## src/rtl/pipeline_hazard_ctrl.sv

```systemverilog
// Stall/flush sequencer for a 5-stage pipeline: load-use interlock, memory-wait freeze
// with timeout, taken-branch flush, plus a saturating stall counter and sticky error flag.
module pipeline_hazard_ctrl #(
    parameter int MEM_TIMEOUT = 64,
    parameter int CNT_W       = 32
) (
    input  logic             clk_i,
    input  logic             rst_i,
    input  logic [4:0]       ID_rs_i,
    input  logic [4:0]       ID_rt_i,
    input  logic             EX_MemRead_i,
    input  logic [4:0]       EX_rt_i,
    input  logic             branch_taken_i,
    input  logic             mem_req_i,
    input  logic             mem_ack_i,
    output logic             PCWrite_o,
    output logic             IFID_write_o,
    output logic             IFID_flush_o,
    output logic             IDEX_bubble_o,
    output logic             EXMEM_write_o,
    output logic             MEMWB_bubble_o,
    output logic             mem_err_o,
    output logic [CNT_W-1:0] stall_cnt_o
);

    typedef enum logic {
        RUN      = 1'b0,
        MEM_WAIT = 1'b1
    } state_t;

    localparam logic [7:0] WAIT_LAST = 8'(MEM_TIMEOUT - 1);

    state_t           state_reg, state_next;
    logic [7:0]       wait_cnt_reg, wait_cnt_next;
    logic             mem_err_reg, mem_err_next;
    logic [CNT_W-1:0] stall_cnt_reg, stall_cnt_next;

    logic timeout;
    logic freeze;
    logic load_use;

    always_comb begin
        timeout  = (state_reg == MEM_WAIT) && (wait_cnt_reg == WAIT_LAST);
        freeze   = ((state_reg == RUN) && mem_req_i && !mem_ack_i) ||
                   ((state_reg == MEM_WAIT) && !mem_ack_i && !timeout);
        load_use = EX_MemRead_i && (EX_rt_i != 5'd0) &&
                   ((EX_rt_i == ID_rs_i) || (EX_rt_i == ID_rt_i));
    end

    // Pipeline-register controls; reset overrides everything, then freeze > load_use > branch.
    always_comb begin
        PCWrite_o      = 1'b1;
        IFID_write_o   = 1'b1;
        IFID_flush_o   = 1'b0;
        IDEX_bubble_o  = 1'b0;
        EXMEM_write_o  = 1'b1;
        MEMWB_bubble_o = 1'b0;
        if (rst_i) begin
            PCWrite_o      = 1'b0;
            IFID_write_o   = 1'b0;
            IFID_flush_o   = 1'b1;
            IDEX_bubble_o  = 1'b1;
            EXMEM_write_o  = 1'b0;
            MEMWB_bubble_o = 1'b1;
        end else if (freeze) begin
            PCWrite_o      = 1'b0;
            IFID_write_o   = 1'b0;
            EXMEM_write_o  = 1'b0;
            MEMWB_bubble_o = 1'b1;
        end else if (load_use) begin
            PCWrite_o      = 1'b0;
            IFID_write_o   = 1'b0;
            IDEX_bubble_o  = 1'b1;
        end else if (branch_taken_i) begin
            IFID_flush_o   = 1'b1;
        end
    end

    always_comb begin
        state_next     = state_reg;
        wait_cnt_next  = wait_cnt_reg;
        mem_err_next   = mem_err_reg;
        stall_cnt_next = stall_cnt_reg;
        case (state_reg)
            RUN: begin
                if (mem_req_i && !mem_ack_i) begin
                    state_next    = MEM_WAIT;
                    wait_cnt_next = 8'd0;
                end
            end
            MEM_WAIT: begin
                // A late ack wins over a simultaneous timeout, so no error is flagged then.
                if (mem_ack_i) begin
                    state_next = RUN;
                end else if (timeout) begin
                    state_next   = RUN;
                    mem_err_next = 1'b1;
                end else begin
                    wait_cnt_next = wait_cnt_reg + 8'd1;
                end
            end
            default: state_next = RUN;
        endcase
        if (!PCWrite_o && (stall_cnt_reg != {CNT_W{1'b1}})) begin
            stall_cnt_next = stall_cnt_reg + CNT_W'(1);
        end
    end

    always_ff @(posedge clk_i) begin
        if (rst_i) begin
            state_reg     <= RUN;
            wait_cnt_reg  <= 8'd0;
            mem_err_reg   <= 1'b0;
            stall_cnt_reg <= '0;
        end else begin
            state_reg     <= state_next;
            wait_cnt_reg  <= wait_cnt_next;
            mem_err_reg   <= mem_err_next;
            stall_cnt_reg <= stall_cnt_next;
        end
    end

    assign mem_err_o   = mem_err_reg;
    assign stall_cnt_o = stall_cnt_reg;

endmodule
```

## config.mk

```make
export PLATFORM = sky130hd
export DESIGN_NAME = pipeline_hazard_ctrl
export DESIGN_NICKNAME = d
export VERILOG_FILES = /design/src/rtl/pipeline_hazard_ctrl.sv
export SDC_FILE = /design/constraint.sdc
export NUM_CORES = 1
export LEC_CHECK = 0
export ABC_AREA = 1
export ABC_CLOCK_PERIOD_IN_PS = 4400
export CORE_ASPECT_RATIO = 0.7
export CORE_MARGIN = 3
export CORE_UTILIZATION = 30
export CTS_BUF_LIST = sky130_fd_sc_hd__clkbuf_4 sky130_fd_sc_hd__clkbuf_8
export CTS_CLUSTER_SIZE = 16
export DETAILED_ROUTE_END_ITERATION = 16
export SLEW_MARGIN = 20
export SYNTH_ARGS = -nofsm -noshare
export SYNTH_HDL_FRONTEND = slang
export SYNTH_SLANG_ARGS = --single-unit
export TNS_END_PERCENT = 100
```

## constraint.sdc

```tcl
create_clock -name clk_i -period 4.4 [get_ports clk_i]
set_clock_uncertainty 0.15 [all_clocks]
set_input_delay 0.44 -clock clk_i [delete_from_list [all_inputs] [get_ports clk_i]]
set_output_delay 0.44 -clock clk_i [all_outputs]
set_load 0.005 [all_outputs]
```

# After elaboration in Yosys (flattened, before gate mapping)
# Cells that the tools add are included.
# totals
inputBits,21
wordCells,54
ff_bits,42
# classes
n_addsub,2
n_eq_ne,7
bitwise,2
muxes,22
n_reduce_logical,17
# ops
op,n
"32-bit by 1-bit adder with 32-bit output, second input constant",1
"32-bit inequality test, second input constant",1
8-bit two-way mux,3
1-bit two-way mux,17
8-bit case mux with 2 select lines,1
5-bit equality test,2
1-bit logical AND,9
"8-bit by 1-bit adder with 8-bit output, second input constant",1
"8-bit by 6-bit equality test with 1-bit output, second input constant",1
3-bit AND reduction,2
5-bit nonzero test,1
"2-bit inequality test, second input constant",2
1-bit zero test,3
1-bit logical OR,2
"2-bit by 1-bit inequality test with 1-bit output, second input constant",1
1-bit inverter,2
1-bit case mux with 2 select lines,1

# Longest topological paths before layout
# logic_depth
ltp_word,9
mapped_depth,13
mapped_depth_nobuf,12

# Worst setup path before layout
# No wires, ideal clock.
# synth_path
path_type,register -> output
startpoint,reg wait_cnt_reg[0]
endpoint,out PCWrite_o
path_stages_with_launch,12
arrival_ns,1.528
slack_ns,2.282
cell_sequence,dfxtp_1 > ha_1 > nand2_1 > nor2_2 > nand4_1 > nand2_2 > inv_2 > nor2_8 > nand2_4 > buf_2 > inv_1 > buf_4
# synth_via
elab_chain_cells,7
# synth_rtl
item,line,text
"start, declared",34,"logic [7:0] wait_cnt_reg, wait_cnt_next;"
"start signal, assigned",117,wait_cnt_reg <= wait_cnt_next;
8-bit by 6-bit equality test with 1-bit output,43,timeout = (state_reg == MEM_WAIT) && (wait_cnt_reg == WAIT_LAST);
1-bit logical AND,43,
1-bit zero test,45,((state_reg == MEM_WAIT) && !mem_ack_i && !timeout);
1-bit logical AND,45,
1-bit logical OR,44,freeze = ((state_reg == RUN) && mem_req_i && !mem_ack_i) ||
1-bit two-way mux (2 in a row),--,
"end, declared",16,"output logic PCWrite_o,"
# Every way passes these cells.

# Final worst setup path
# layout_path
startpoint,reg wait_cnt_reg[0]
endpoint,out PCWrite_o
# layout_via
elab_chain_cells,7
# layout_rtl
item,line,text
8-bit by 6-bit equality test with 1-bit output,43,
1-bit logical AND,43,
1-bit zero test,45,
1-bit logical AND,45,
1-bit logical OR,44,
1-bit two-way mux,65,end else if (freeze) begin
1-bit two-way mux,58,if (rst_i) begin
# Every way passes these cells.

==> flow_summary.yaml <==
floorplanning:
  start_util_pct: 31.7
  coreArea_sq_mm: 0.00869
  die_h_microns: 86.1
  die_x_microns: 120
  io_pins: 60
  die_area_sq_mm: 0.0104
  fp-row-count: 28
sta:
  drv_slew: 0
  period_share_pct: 63.4
  fin_setup_tns_ns: 0
  max_freq_mhz: 359
  final_hold_viol_count: 0
  timing.hold.ws_ns: 0.324
  period_minus_slack_ns: 2.79
  slew_headroom_pct: 62.1
  worst_pin_slew_ns: 0.569
  rsz0062_at_grt: "false"
  finalSetupViolCount: 0
  fin_ws_ns: 1.61
global_route:
  grt_max_degree: 60
  gr-total-overflow: 0
  grt_use_total_pct: 13.9
  grt_pass1_wl_mm: 11.8
  grt_pass1_vias: 2522
  antenna_found_initial: 0
worst_setup_path:
  critPathLaunchType: "flop"
  r2r-start: "wait_cnt_reg[0]"
  critPathMaxFanout: 5
  r2r-end: "stall_cnt_o[6]"
  required_ns: 3.81
  reg2reg_slack_ns: 2.07
  path_class: "flop to output port"
  critPathCapture: "PCWrite_o"
  endpoint_kind: "output port"
  startpoint: "wait_cnt_reg[0]"
  crit_arrival_ns: 2.20
  r2r_cells: 13
clock_tree:
  cts_setup_buffers: 0
  postCtsHoldBufs: 0
  clockBufferDepth: 2
  ctsResizeCount: 0
  path_clk_slew_ns: 0.08
  tritoncts: "built"
  cts-root-buf: "clkbuf_8"
  clock_sinks: 42
  htreeDepth: 2
  insertion_delay_ns: 0.29
  cts_made_buffers: 5
synthesis:
  yosysMostFrequentCell: "nand2_1"
  synthesis.area_sq_mm: 0.00275
  yosysTopAreaCell: "dfxtp_1"
  ys_seq_elements: 42
  async_reset_ff_share_pct: 0
  synth-edff-count: 0
  yosys-top-cells-count: "132 x nand2_1, 82 x nor2_1, 70 x inv_1"
  synth_top_area_share_pct: 30.5
  ys_types: 31
  synth_nets: 480
  yosys-top-cells-area: "dfxtp_1 31%, nand2_1 18%, nor2_1 11%"
  syn_inst: 457
  synth-main-ff-cell: "dfxtp_1"
  ys_seq_area_share_pct: 30.5
  avgSynthCellArea_sq_um: 6.02
  ys_warn_count: 0
status:
  status: "finished, final reports clean"
place:
  dpl.hpwl_mm: 5.41
  dp_slack_ns: 1.62
  gp_congestion: 0.853
  portBuffers: 59
  place_inst: 625
final_layout:
  synthToLayoutAreaGrowth_pct: 26.6
  multi_input_area_sq_mm: 0.00152
  regArea_sq_um: 841
  final_nets: 535
  fillerInstances: 975
  largest_register_ffs: 32
  antennaDiodeCount: 0
  layout.cells.non_filler: 633
  drive_gt1_share_pct: 5.85
job:
  cap_violations: 0
route:
  vias_per_cell: 4.51
  antenna_left: 0
  wl_mm: 7.04
  drt_iter0_drc: 199
  drt-pass1-iter-count: 4
  vias: 2855
  drc: 0
  wl_per_cell_microns: 11.1
power:
  ir_drop_mv: 0.101
  p_leak_uw: 0.00157
  power.density_mw_per_mm2: 214
  finalPower_uw: 745
hold_path:
  whs_path_depth: 1
  hp-class: "flop to flop"
-- final cells by class --
| type | count | area share [%] |
|---|---|---|
| tap | 120 | 4.31 |
| sequential | 42 | 24.1 |
| clock inverter | 1 | 0.144 |
| timing repair buffer | 61 | 17.4 |
| multi-input combinational | 330 | 43.7 |
| clock buffer | 7 | 2.59 |
| inverter | 72 | 7.76 |
-- layer usage --
metal	vias to the layer above	global-route usage [%]	wire [microns]
met5	-	0	0
met4	0	3.40	64
met3	4	2.77	341
met2	65	20.7	2840
met1	1267	20.6	3790
li1	1519	-	-
-- critical path, cell delays in order, from the launching register on --
cell and delay (ns):
dfxtp_1 0.38, ha_1 0.19, nand2_1 0.09, nor2_2 0.10
nand4_1 0.12, nand2_2 0.15, inv_2 0.10, nor2_8 0.13
nand2_4 0.08, inv_1 0.07, clkdlybuf4s50_1 0.50
-- power by group --
group / switching [uW] / internal, uW / total [uW]
logic: 47.8 / 44.7 / 92.5
registers: 3.92 / 383 / 387
clock network: 133 / 133 / 266
-- worst min-delay path by stage --
stage | startpoint | to
2_1_floorplan | wait_cnt_reg[6] | wait_cnt_reg[6]
3_3_place_gp | mem_err_o | mem_err_o
3_5_place_dp | mem_err_o | mem_err_o
4_1_cts | mem_err_o | mem_err_o
5_1_grt | mem_err_o | mem_err_o
6_report | mem_err_o | mem_err_o
-- metrics by stage --
step | utilization [%] | cell area (sq um)
detailed placement | 39.0 | 3390
global placement | 39.0 | 3390
CTS | 40.1 | 3480
floorplan | - | 2750
global route | 40.1 | 3480
finish | 40.1 | 3480
-- layout by cell type (no fill, tap or decap), types with 3 or more instances in the layout --
cell type and count:
nand3_2 4, nor2_1 82, inv_1 70, clkbuf_8 6
dfxtp_1 42, nand4_1 9, nand3_1 40, nor2_2 4
o21ai_0 5, nand2_2 3, nor3_1 6, clkdlybuf4s50_1 59
a21oi_1 26, nand2_1 132
-- logic make-up (layout without fill, tap and decap cells) --
| group | Yosys count | after routing | synth area share (%) |
|---|---|---|---|
| buffers and inverters | 85 | 141 | 14.1 |
| adders and majority gates | 2 | 2 | 0.909 |
| DFF | 42 | 42 | 30.5 |
| xor gates and xnor gates | 4 | 4 | 1.27 |
| AOI/OAI and AO/OA | 34 | 34 | 6.55 |
| and+or+nand+nor | 290 | 290 | 46.6 |
Note: power is estimated with default switching activity, not from simulation.
